[src/rtl/bin_to_bcd_display_if.sv]
// Handshake and display bus between a binary-value producer and the BCD converter.
// The producer uses master; the converter uses slave.
interface bin_to_bcd_display_if #(
    parameter int IN_WIDTH = 20,
    parameter int DIGITS   = 6
);
    logic                  in_valid;
    logic                  in_ready;
    logic [IN_WIDTH-1:0]   in_data;
    logic [4*DIGITS-1:0]   digits;
    logic [DIGITS-1:0]     digit_blank;
    logic                  overflow;
    logic                  done;

    modport master (
        output in_valid, in_data,
        input  in_ready, digits, digit_blank, overflow, done
    );

    modport slave (
        input  in_valid, in_data,
        output in_ready, digits, digit_blank, overflow, done
    );
endinterface

[src/rtl/bin_to_bcd_display.sv]
// Iterative double-dabble binary-to-BCD converter feeding per-digit 7-segment decoders.
// Publishes digits, a leading-zero blank mask and an overflow flag once per conversion.
module bin_to_bcd_display #(
    parameter int IN_WIDTH = 20,
    parameter int DIGITS   = 6
) (
    input  logic clk,
    input  logic rst,
    bin_to_bcd_display_if.slave bus
);
    // Enough BCD nibbles to hold 2^IN_WIDTH-1 (log10(2) ~= 0.30103), never fewer than DIGITS.
    localparam int BCD_DIGITS_MIN = (IN_WIDTH * 30103) / 100000 + 1;
    localparam int BCD_DIGITS     = (BCD_DIGITS_MIN > DIGITS) ? BCD_DIGITS_MIN : DIGITS;
    localparam int BCD_W          = 4 * BCD_DIGITS;
    localparam int CMP_W          = ((IN_WIDTH > 4 * DIGITS) ? IN_WIDTH : 4 * DIGITS) + 1;
    localparam int CNT_W          = $clog2(IN_WIDTH + 1);
    localparam logic [DIGITS-1:0] BLANK_RST = {DIGITS{1'b1}} << 1;

    function automatic logic [CMP_W-1:0] max_value();
        logic [CMP_W-1:0] p;
        p = CMP_W'(1);
        for (int i = 0; i < DIGITS; i++) begin
            p = p * CMP_W'(10);
        end
        return p - CMP_W'(1);
    endfunction

    localparam logic [CMP_W-1:0] MAX_VALUE = max_value();

    typedef enum logic [1:0] {IDLE, SHIFT, LOAD} state_t;

    state_t                    state_reg;
    logic [IN_WIDTH-1:0]       shift_reg;
    logic [BCD_W-1:0]          bcd_reg;
    logic [CNT_W-1:0]          count_reg;
    logic                      ovf_pending_reg;

    logic [BCD_W-1:0]          bcd_adj;
    logic [BCD_W+IN_WIDTH-1:0] shifted;
    logic [DIGITS:1]           zero_above;
    logic [DIGITS-1:0]         blank_next;
    logic                      ovf_next;

    assign bus.in_ready = (state_reg == IDLE);
    assign ovf_next     = {{(CMP_W-IN_WIDTH){1'b0}}, bus.in_data} > MAX_VALUE;

    genvar gi;
    generate
        for (gi = 0; gi < BCD_DIGITS; gi++) begin : g_adj
            assign bcd_adj[4*gi +: 4] = (bcd_reg[4*gi +: 4] >= 4'd5) ?
                                        bcd_reg[4*gi +: 4] + 4'd3 : bcd_reg[4*gi +: 4];
        end

        // zero_above[k]: digit k and every more-significant output digit are zero.
        assign zero_above[DIGITS] = 1'b1;
        for (gi = 1; gi < DIGITS; gi++) begin : g_zero
            assign zero_above[gi] = zero_above[gi+1] && (bcd_reg[4*gi +: 4] == 4'd0);
        end

        assign blank_next[0] = 1'b0;
        for (gi = 1; gi < DIGITS; gi++) begin : g_blank
            assign blank_next[gi] = zero_above[gi];
        end
    endgenerate

    assign shifted = {bcd_adj, shift_reg} << 1;

    always_ff @(posedge clk or posedge rst) begin
        if (rst) begin
            state_reg        <= IDLE;
            shift_reg        <= '0;
            bcd_reg          <= '0;
            count_reg        <= '0;
            ovf_pending_reg  <= 1'b0;
            bus.digits       <= '0;
            bus.digit_blank  <= BLANK_RST;
            bus.overflow     <= 1'b0;
            bus.done         <= 1'b0;
        end else begin
            bus.done <= 1'b0;
            case (state_reg)
                IDLE: begin
                    if (bus.in_valid) begin
                        shift_reg       <= bus.in_data;
                        bcd_reg         <= '0;
                        ovf_pending_reg <= ovf_next;
                        count_reg       <= CNT_W'(IN_WIDTH);
                        state_reg       <= SHIFT;
                    end
                end
                SHIFT: begin
                    {bcd_reg, shift_reg} <= shifted;
                    count_reg            <= count_reg - 1'b1;
                    if (count_reg == CNT_W'(1)) begin
                        state_reg <= LOAD;
                    end
                end
                LOAD: begin
                    if (ovf_pending_reg) begin
                        bus.digits      <= {DIGITS{4'hE}};
                        bus.digit_blank <= '0;
                        bus.overflow    <= 1'b1;
                    end else begin
                        bus.digits      <= bcd_reg[4*DIGITS-1:0];
                        bus.digit_blank <= blank_next;
                        bus.overflow    <= 1'b0;
                    end
                    bus.done  <= 1'b1;
                    state_reg <= IDLE;
                end
                default: state_reg <= IDLE;
            endcase
        end
    end
endmodule

[src/flat_wrapper.sv]
// flat-port wrapper written by rule: the top's interface ports become plain ports
module bin_to_bcd_display_flat 
#(
    parameter int IN_WIDTH = 20,
    parameter int DIGITS   = 6
)
  (clk, rst, bus_in_valid, bus_in_data, bus_in_ready, bus_digits, bus_digit_blank, bus_overflow, bus_done);
  bin_to_bcd_display_if #(.IN_WIDTH(IN_WIDTH), .DIGITS(DIGITS)) bus_i ();
  input  logic clk;
  input  logic rst;
  input wire logic [$bits(bus_i.in_valid)-1:0] bus_in_valid;
  input wire logic [$bits(bus_i.in_data)-1:0] bus_in_data;
  output wire logic [$bits(bus_i.in_ready)-1:0] bus_in_ready;
  output wire logic [$bits(bus_i.digits)-1:0] bus_digits;
  output wire logic [$bits(bus_i.digit_blank)-1:0] bus_digit_blank;
  output wire logic [$bits(bus_i.overflow)-1:0] bus_overflow;
  output wire logic [$bits(bus_i.done)-1:0] bus_done;
  assign bus_i.in_valid = bus_in_valid;
  assign bus_i.in_data = bus_in_data;
  assign bus_in_ready = bus_i.in_ready;
  assign bus_digits = bus_i.digits;
  assign bus_digit_blank = bus_i.digit_blank;
  assign bus_overflow = bus_i.overflow;
  assign bus_done = bus_i.done;
  bin_to_bcd_display #(.IN_WIDTH(IN_WIDTH), .DIGITS(DIGITS)) u_core (.clk(clk), .rst(rst), .bus(bus_i));
endmodule
[config.mk]
export PLATFORM = sky130hd
export DESIGN_NAME = bin_to_bcd_display_flat
export DESIGN_NICKNAME = d
export VERILOG_FILES = /design/src/rtl/bin_to_bcd_display_if.sv /design/src/rtl/bin_to_bcd_display.sv /design/src/flat_wrapper.sv
export SDC_FILE = /design/constraint.sdc
export NUM_CORES = 1
export LEC_CHECK = 0
export BUFFER_PORTS_ARGS = -buffer_cell sky130_fd_sc_hd__buf_2
export CORE_MARGIN = 1
export CORE_UTILIZATION = 51
export DETAILED_ROUTE_END_ITERATION = 12
export GPL_TIMING_DRIVEN = 0
export PLACE_DENSITY_LB_ADDON = 0.15
export SYNTH_ARGS = -nofsm -noshare
export SYNTH_HDL_FRONTEND = slang
export SYNTH_SLANG_ARGS = --single-unit
[constraint.sdc]
create_clock -name clk -period 2.4 [get_ports clk]
set_input_delay 0.24 -clock clk [delete_from_list [all_inputs] [get_ports clk]]
set_output_delay 0.24 -clock clk [all_outputs]
set_load 0.01 [all_outputs]
==> summary.md, run 1 <==
| Metric | Value |
|---|---|
| RSZ-0062 raised after global routing | `false` |
| Peak VDD IR | `514 uV` |
| CP startpoint kind | `flop` |
| Synth Net Count | `428` |
| Avg Synthesized Cell Area | `10.1 um2` |
| Nets | `495` |
| Hold WC Path Type | `primary input to flop` |
| Max Clock Skew | `0.00707 ns` |
| Commonest non-fill, non-tap cell in the layout | `dfrtp_1` |
| DP Cell Count | `540` |
| Final WL | `8280 um` |
| CTS root buf | `clkbuf_8` |
| Synth async-reset ratio | `100%` |
| Class of the most critical setup path | `flop to flop` |
| Synth warnings | `0` |
| Top cells by area, synth | `dfrtp_1, nand2_1, ha_1, o21ai_0, a22oi_1` |
| Pre-CTS setup slack | `0.300 ns` |
| Syn Inst Count | `386` |
| IO buf count | `54` |
| Longest Clk Path Bufs | `2` |
| Sequential area share after synthesis | `53.6%` |
| First-pass GRT wire length | `13800 um` |
| Post-synthesis cell type count | `39` |
| Ant diodes | `0` |
| CP endpoint kind | `flop` |
| Final GP Congestion | `0.813` |
| Hpwl dp | `5920 um` |
| DR vias | `3054` |
| Vias per cell | `5.48` |
| Chip Width | `89.3 um` |
| Core Area | `0.00729 mm2` |
| Initial antenna violation count | `0` |
| Largest net degree at the start of global routing | `68` |
| Worst rel slew slack | `53.6%` |
| Fillers | `652` |
| Worst-skew pair later-pin latency | `0.35 ns` |
| Final period util | `87.0%` |
| CP Data Arrival Time | `2.37 ns` |
| Post-cts resize count | `0` |
| Final Hold Vio Count | `0` |
| Initial core utilization | `53.3%` |
| Number of synthesized register bits | `83` |
| Max-slew violation count | `0` |
| Max-Cap Viols | `0` |
| Clock tree sinks | `83` |
| Chip height | `89.3 um` |
| Non-Filler Instances | `557` |
| DRT iter0 DRCs | `113` |
| Final setup fails | `0` |
| Setup bufs post-CTS | `0` |
| Outcome | `finished clean` |
| Pwr/cell area | `1270 mW/mm2` |
| Cts hold-fix bufs | `1` |
| Mapped Area | `0.00389 mm2` |
| Pin slew with the least headroom to its limit | `0.693 ns` |
| Rows | `31` |
| GRT Overall Usage | `23.0%` |
| DRT Pass-1 Iters | `4` |
| Area of the multi-input gates | `0.00165 mm2` |
| CP max FO | `10` |
| Htree depth | `3` |
| WL/cell | `14.9 um` |
| CTS tree | `built` |
| Grt ovf | `0` |
| Fin crit period | `2.09 ns` |
| IO Count | `56` |
| Area grow syn2layout | `16.4%` |
| Clock-pin slew on the worst setup and hold paths | `0.08 ns` |
| Static leakage | `2.20 nW` |
| Post-synth EDFFs | `0` |
| Synth area leader | `dfrtp_1` |
| Primary FF master, synth | `dfrtp_1` |
| Share of layout cells above drive strength 1 | `18.3%` |
| Die Area | `0.00798 mm2` |
| Worst EP required | `2.69 ns` |
| Fin worst setup slack | `0.313 ns` |
| Inserted Clock Buffers | `9` |
| Commonest non-fill, non-tap cells in the layout | `dfrtp_1, nand2_1, buf_2` |
| FF+latch area | `0.00208 mm2` |
| Post-synth top area share | `50.2%` |
| Setup TNS | `0 ns` |
| # DRC | `0` |
| Vias in the first global route | `2829` |
| Routed Antenna Nets | `0` |
| Fmax | `479 MHz` |
## power by group
part	internal, W	switching [W]	total [W]	leakage [nW]
sequential	0.00195	0.000434	0.00238	1.05
combinational	0.00102	0.00131	0.00233	1.04
clock	0.000537	0.000502	0.00104	0.106
total	0.00350	0.00225	0.00575	2.20
## area by class of cell
type                            instances  share of cell area (%)
Clock inverter                          4                    1.08
Timing Repair Buffer                   56                    6.80
Multi-Input combinational cell        264                    36.4
Tap cell                               99                    2.74
Inverter                               16                    1.38
Buffer                                 23                    2.18
Sequential cell                        83                    46.0
Clock buffer                           12                    3.43
## critical path: stages, from the launching register on
cell      delay (ns)
dfrtp_1         0.43
nor2b_1         0.15
clkbuf_1        0.23
nor2_1          0.61
clkbuf_1        0.43
nand2_1         0.10
nand2_1         0.08
## routing by layer
metal | global-route usage (%) | up-vias | wire (um)
li1 | - | 1480 | -
met1 | 32.2 | 1486 | 4070
met2 | 36.4 | 82 | 3770
met3 | 4.62 | 6 | 353
met4 | 6.93 | 0 | 81
met5 | 0 | - | 0
## metrics by stage
step           power [W]  utilization, %  area, um2  hold WS, ns
2_1_floorplan    0.00404               -       3890        0.345
3_3_place_gp     0.00464            58.7       4280        0.442
3_5_place_dp     0.00474            59.1       4310        0.199
4_1_cts          0.00578            62.1       4530       0.0715
5_1_grt          0.00622            62.1       4530       0.0805
6_report         0.00575            62.1       4530       0.0893
## final timing paths
kind                       cells past startpoint                         to  slack [ns]                 startpoint
setup / recovery                               6       u_core.shift_reg[19]        0.31        u_core.state_reg[0]
hold / removal                                 3        u_core.shift_reg[0]        0.09             bus_in_data[0]
setup reg to reg                               6       u_core.shift_reg[19]        0.31        u_core.state_reg[0]
hold reg to reg                                2  u_core.bus.digit_blank[1]        0.47  u_core.bus.digit_blank[1]
max in group asynchronous                      4  u_core.bus.digit_blank[1]        1.41                        rst
min in group asynchronous                      3        u_core.shift_reg[9]        0.37                        rst
## logic make-up after synthesis
family          after synthesis  synth area share [%]
compound gates               98                  16.6
xor+xnor                      7                  1.58
fa+ha+maj                    19                  6.12
buf+inv                      39                  4.09
flops                        83                  53.6
mux                          10                  2.64
other cells                   1                0.0965
simple gates                129                  15.3
## cell usage after synthesis, types with 4 or more instances
master and n:
nand3_1 4, a32o_1 6, a22o_1 6, a22oi_1 19
clkbuf_1 17, nor3b_1 6, o31ai_1 13, nand2b_1 8
ha_1 19, dfrtp_1 78, dfstp_2 5, mux2i_1 8
nor2_1 24, xnor2_1 6, o21ai_0 29, o22ai_1 10
nand2_1 74, a21oi_1 10, inv_1 16
Note: power is estimated with default switching activity, not from simulation.
==> run 2, diff against run 1 <==
Settings changed: CORE_UTILIZATION 51 to 60.
Clock period 2.4 ns to 2.5 ns, I/O delays scaled along.
==> run 2 against run 1 <==
  * Flip-flop and latch count unchanged
  * Die area decreased by 15%
  * Worst setup slack improved by 0.14 ns
  * Critical path type unchanged
  * Register-to-register slack better by 0.14 ns
  * Core utilization increased by 12 points
  * Clock skew barely moved
  * Global-route usage up 3.7 points
  * Clock power down 8%
  * Final cell count shrank 4.5%
==> summary.md, run 2 (synthesis results as in run 1) <==
| Metric | Value |
|---|---|
| Area grow syn2layout | `15.4%` |
| CP endpoint kind | `flop` |
| Setup bufs post-CTS | `0 (unchanged)` |
| Longest Clk Path Bufs | `2 (unchanged)` |
| Max-slew violation count | `0 (unchanged)` |
| Worst reg2reg setup slack | `0.45 ns (+0.14 ns)` |
| DR vias | `3041 (-0.43%)` |
| Pin slew with the least headroom to its limit | `0.701 ns (+0.00821 ns)` |
| Max-Cap Viols | `0 (unchanged)` |
| Die Area | `0.00681 mm2 (-15%)` |
| Worst Hold Endpoint | `u_core.shift_reg[0]` |
| Capture point of the worst reg-to-reg path | `u_core.bcd_reg[20]` |
| Inserted Clock Buffers | `9 (unchanged)` |
| Critical R2R Launch | `u_core.state_reg[1]` |
| Nets | `495 (unchanged)` |
| WL/cell | `15.5 um (+4.5%)` |
| # DRC | `0 (unchanged)` |
| Non-Filler Instances | `532 (-4.5%)` |
| CP startpoint kind | `flop` |
| Grt ovf | `0 (unchanged)` |
| CP Data Arrival Time | `2.25 ns (-0.12 ns)` |
| Final core area utilization | `73.6% (+12 points)` |
| Outcome | `finished clean` |
| Pre-CTS setup slack | `0.440 ns (+0.140 ns)` |
| Most frequent CP cell | `clkbuf_1` |
| Ant diodes | `0 (unchanged)` |
| First-pass GRT wire length | `13400 um (-3.0%)` |
| Max stage delay on crit path | `0.48 ns (-0.13 ns)` |
| Initial core utilization | `63.8% (+10 points)` |
| Rows | `28 (-9.7%)` |
| Fmax | `488 MHz (+1.9%)` |
| Routed Antenna Nets | `0 (unchanged)` |
| Chip Width | `82.5 um (-7.6%)` |
| Chip height | `82.5 um (-7.6%)` |
| Final WL | `8260 um (-0.18%)` |
| IO buf count | `54 (unchanged)` |
| DP Cell Count | `516 (-4.4%)` |
| GRT Overall Usage | `26.7% (+3.7 points)` |
| CP max FO | `10 (unchanged)` |
| Hpwl dp | `5850 um (-1.2%)` |
| Class of the most critical setup path | `flop to flop` |
| Fin crit period | `2.05 ns (-0.0386 ns)` |
| Commonest non-fill, non-tap cells in the layout | `dfrtp_1, nand2_1, buf_2` |
| Worst-skew pair later-pin latency | `0.35 ns (about the same)` |
| Clock tree sinks | `83 (unchanged)` |
| Fin worst setup slack | `0.451 ns (+0.139 ns)` |
| Core Area | `0.00610 mm2 (-16%)` |
| Peak VDD IR | `648 uV (+26%)` |
| CP Cell Sequence | `nand2b_1 > clkbuf_1 > clkbuf_1 > buf_1 > o22ai_1` |
| Final GP Congestion | `0.834 (+2.6%)` |
| Worst rel slew slack | `53.1% (-0.48 points)` |
| Commonest non-fill, non-tap cell in the layout | `dfrtp_1` |
| Clock-pin slew on the worst setup and hold paths | `0.08 ns (about the same)` |
| Hold WC Path Type | `primary input to flop` |
| Share of layout cells above drive strength 1 | `17.9% (-0.40 points)` |
| Final Hold Vio Count | `0 (unchanged)` |
| Final setup fails | `0 (unchanged)` |
| Reg2Reg Depth | `5 (-1)` |
| Worst Hold Depth | `3 (unchanged)` |
| Worst EP required | `2.70 ns (about the same)` |
| Fillers | `461 (-29%)` |
| Vias in the first global route | `2783 (-1.6%)` |
| Static leakage | `2.20 nW (-0.31%)` |
| Final period util | `82.0% (-5.0 points)` |
| DRT iter0 DRCs | `208 (+84%)` |
| Worst Hold Launch | `bus_in_data[0]` |
| DRT Pass-1 Iters | `4 (unchanged)` |
| Pwr/cell area | `1230 mW/mm2 (-3.3%)` |
| IO Count | `56 (unchanged)` |
| Htree depth | `3 (unchanged)` |
| Slowest cell on crit path | `buf_1` |
| RSZ-0062 raised after global routing | `false` |
| Max Clock Skew | `0.00729 ns (+0.000225 ns)` |
| Vias per cell | `5.72 (+4.3%)` |
| CTS tree | `built` |
| CTS root buf | `clkbuf_8` |
| Initial antenna violation count | `0 (unchanged)` |
| Largest net degree at the start of global routing | `50 (-26%)` |
-- run 2: cell types whose count changed in the layout (fill, tap and decap cells not counted), sizes merged --
cell and change:
clkinv -2, clkbuf +1
-- run 2: worst max path at each step --
stage,from,end,cells after the start,slack [ns]
3_3_place_gp,rst,u_core.bus.digits[10],2,-0.82
5_1_grt,u_core.state_reg[0],u_core.shift_reg[16],6,0.25
3_5_place_dp,u_core.state_reg[0],u_core.shift_reg[2],6,0.44
4_1_cts,u_core.state_reg[0],u_core.shift_reg[4],6,0.43
2_1_floorplan,rst,u_core.bcd_reg[0],1,0.12
6_report,u_core.state_reg[1],u_core.bcd_reg[20],5,0.45
-- run 2: critical path, delay by kind of cell (launching register included) --
family / cells / cell delay, ns
DFF: 1 / 0.43
AOI/OAI and AO/OA: 1 / 0.16
buffers and inverters: 3 / 1.19
and+or+nand+nor: 1 / 0.13
-- run 2: where the power goes --
part | switching (W) | internal (W) | leakage [nW]
clock | 0.000451 | 0.000511 | 0.0995
combinational | 0.00128 | 0.000985 | 1.04
sequential | 0.000417 | 0.00187 | 1.05
total | 0.00215 | 0.00337 | 2.20
-- run 2: final cells by class --
type	instances	area (um2)	area share, %
Timing Repair Buffer	56	308	6.86
Multi-Input combinational cell	264	1650	36.7
Inverter	16	62.6	1.39
Clock buffer	13	159	3.54
Clock inverter	2	35.0	0.781
Sequential cell	83	2080	46.4
Tap cell	75	93.8	2.09
Buffer	23	98.8	2.20
-- run 2: through the flow --
stage	setup TNS (ns)	hold WS, ns	power (W)	cell area (um2)
4_1_cts	0	0.0974	0.00553	4490
5_1_grt	0	0.117	0.00595	4490
2_1_floorplan	0	0.355	0.00388	3890
3_5_place_dp	0	0.297	0.00456	4280
3_3_place_gp	-63.69	0.451	0.00442	4250
6_report	0	0.108	0.00552	4490
-- run 2: what timing repair did --
action                                 4_1_cts  5_1_grt
gates resized for setup                      0        0
endpoints found under the hold margin       29        0
hold buffers                                 1        0
-- run 2: routing by layer --
| layer | up-vias | routed length [um] | share of wire, % | GRT usage, % |
|---|---|---|---|---|
| met2 | 89 | 3910 | 47 | 43.6 |
| met4 | 0 | 114 | 1.4 | 11.2 |
| met5 | - | 0 | 0 | 0 |
| met3 | 10 | 361 | 4.4 | 3.96 |
| li1 | 1483 | - | - | - |
| met1 | 1459 | 3870 | 47 | 35.6 |
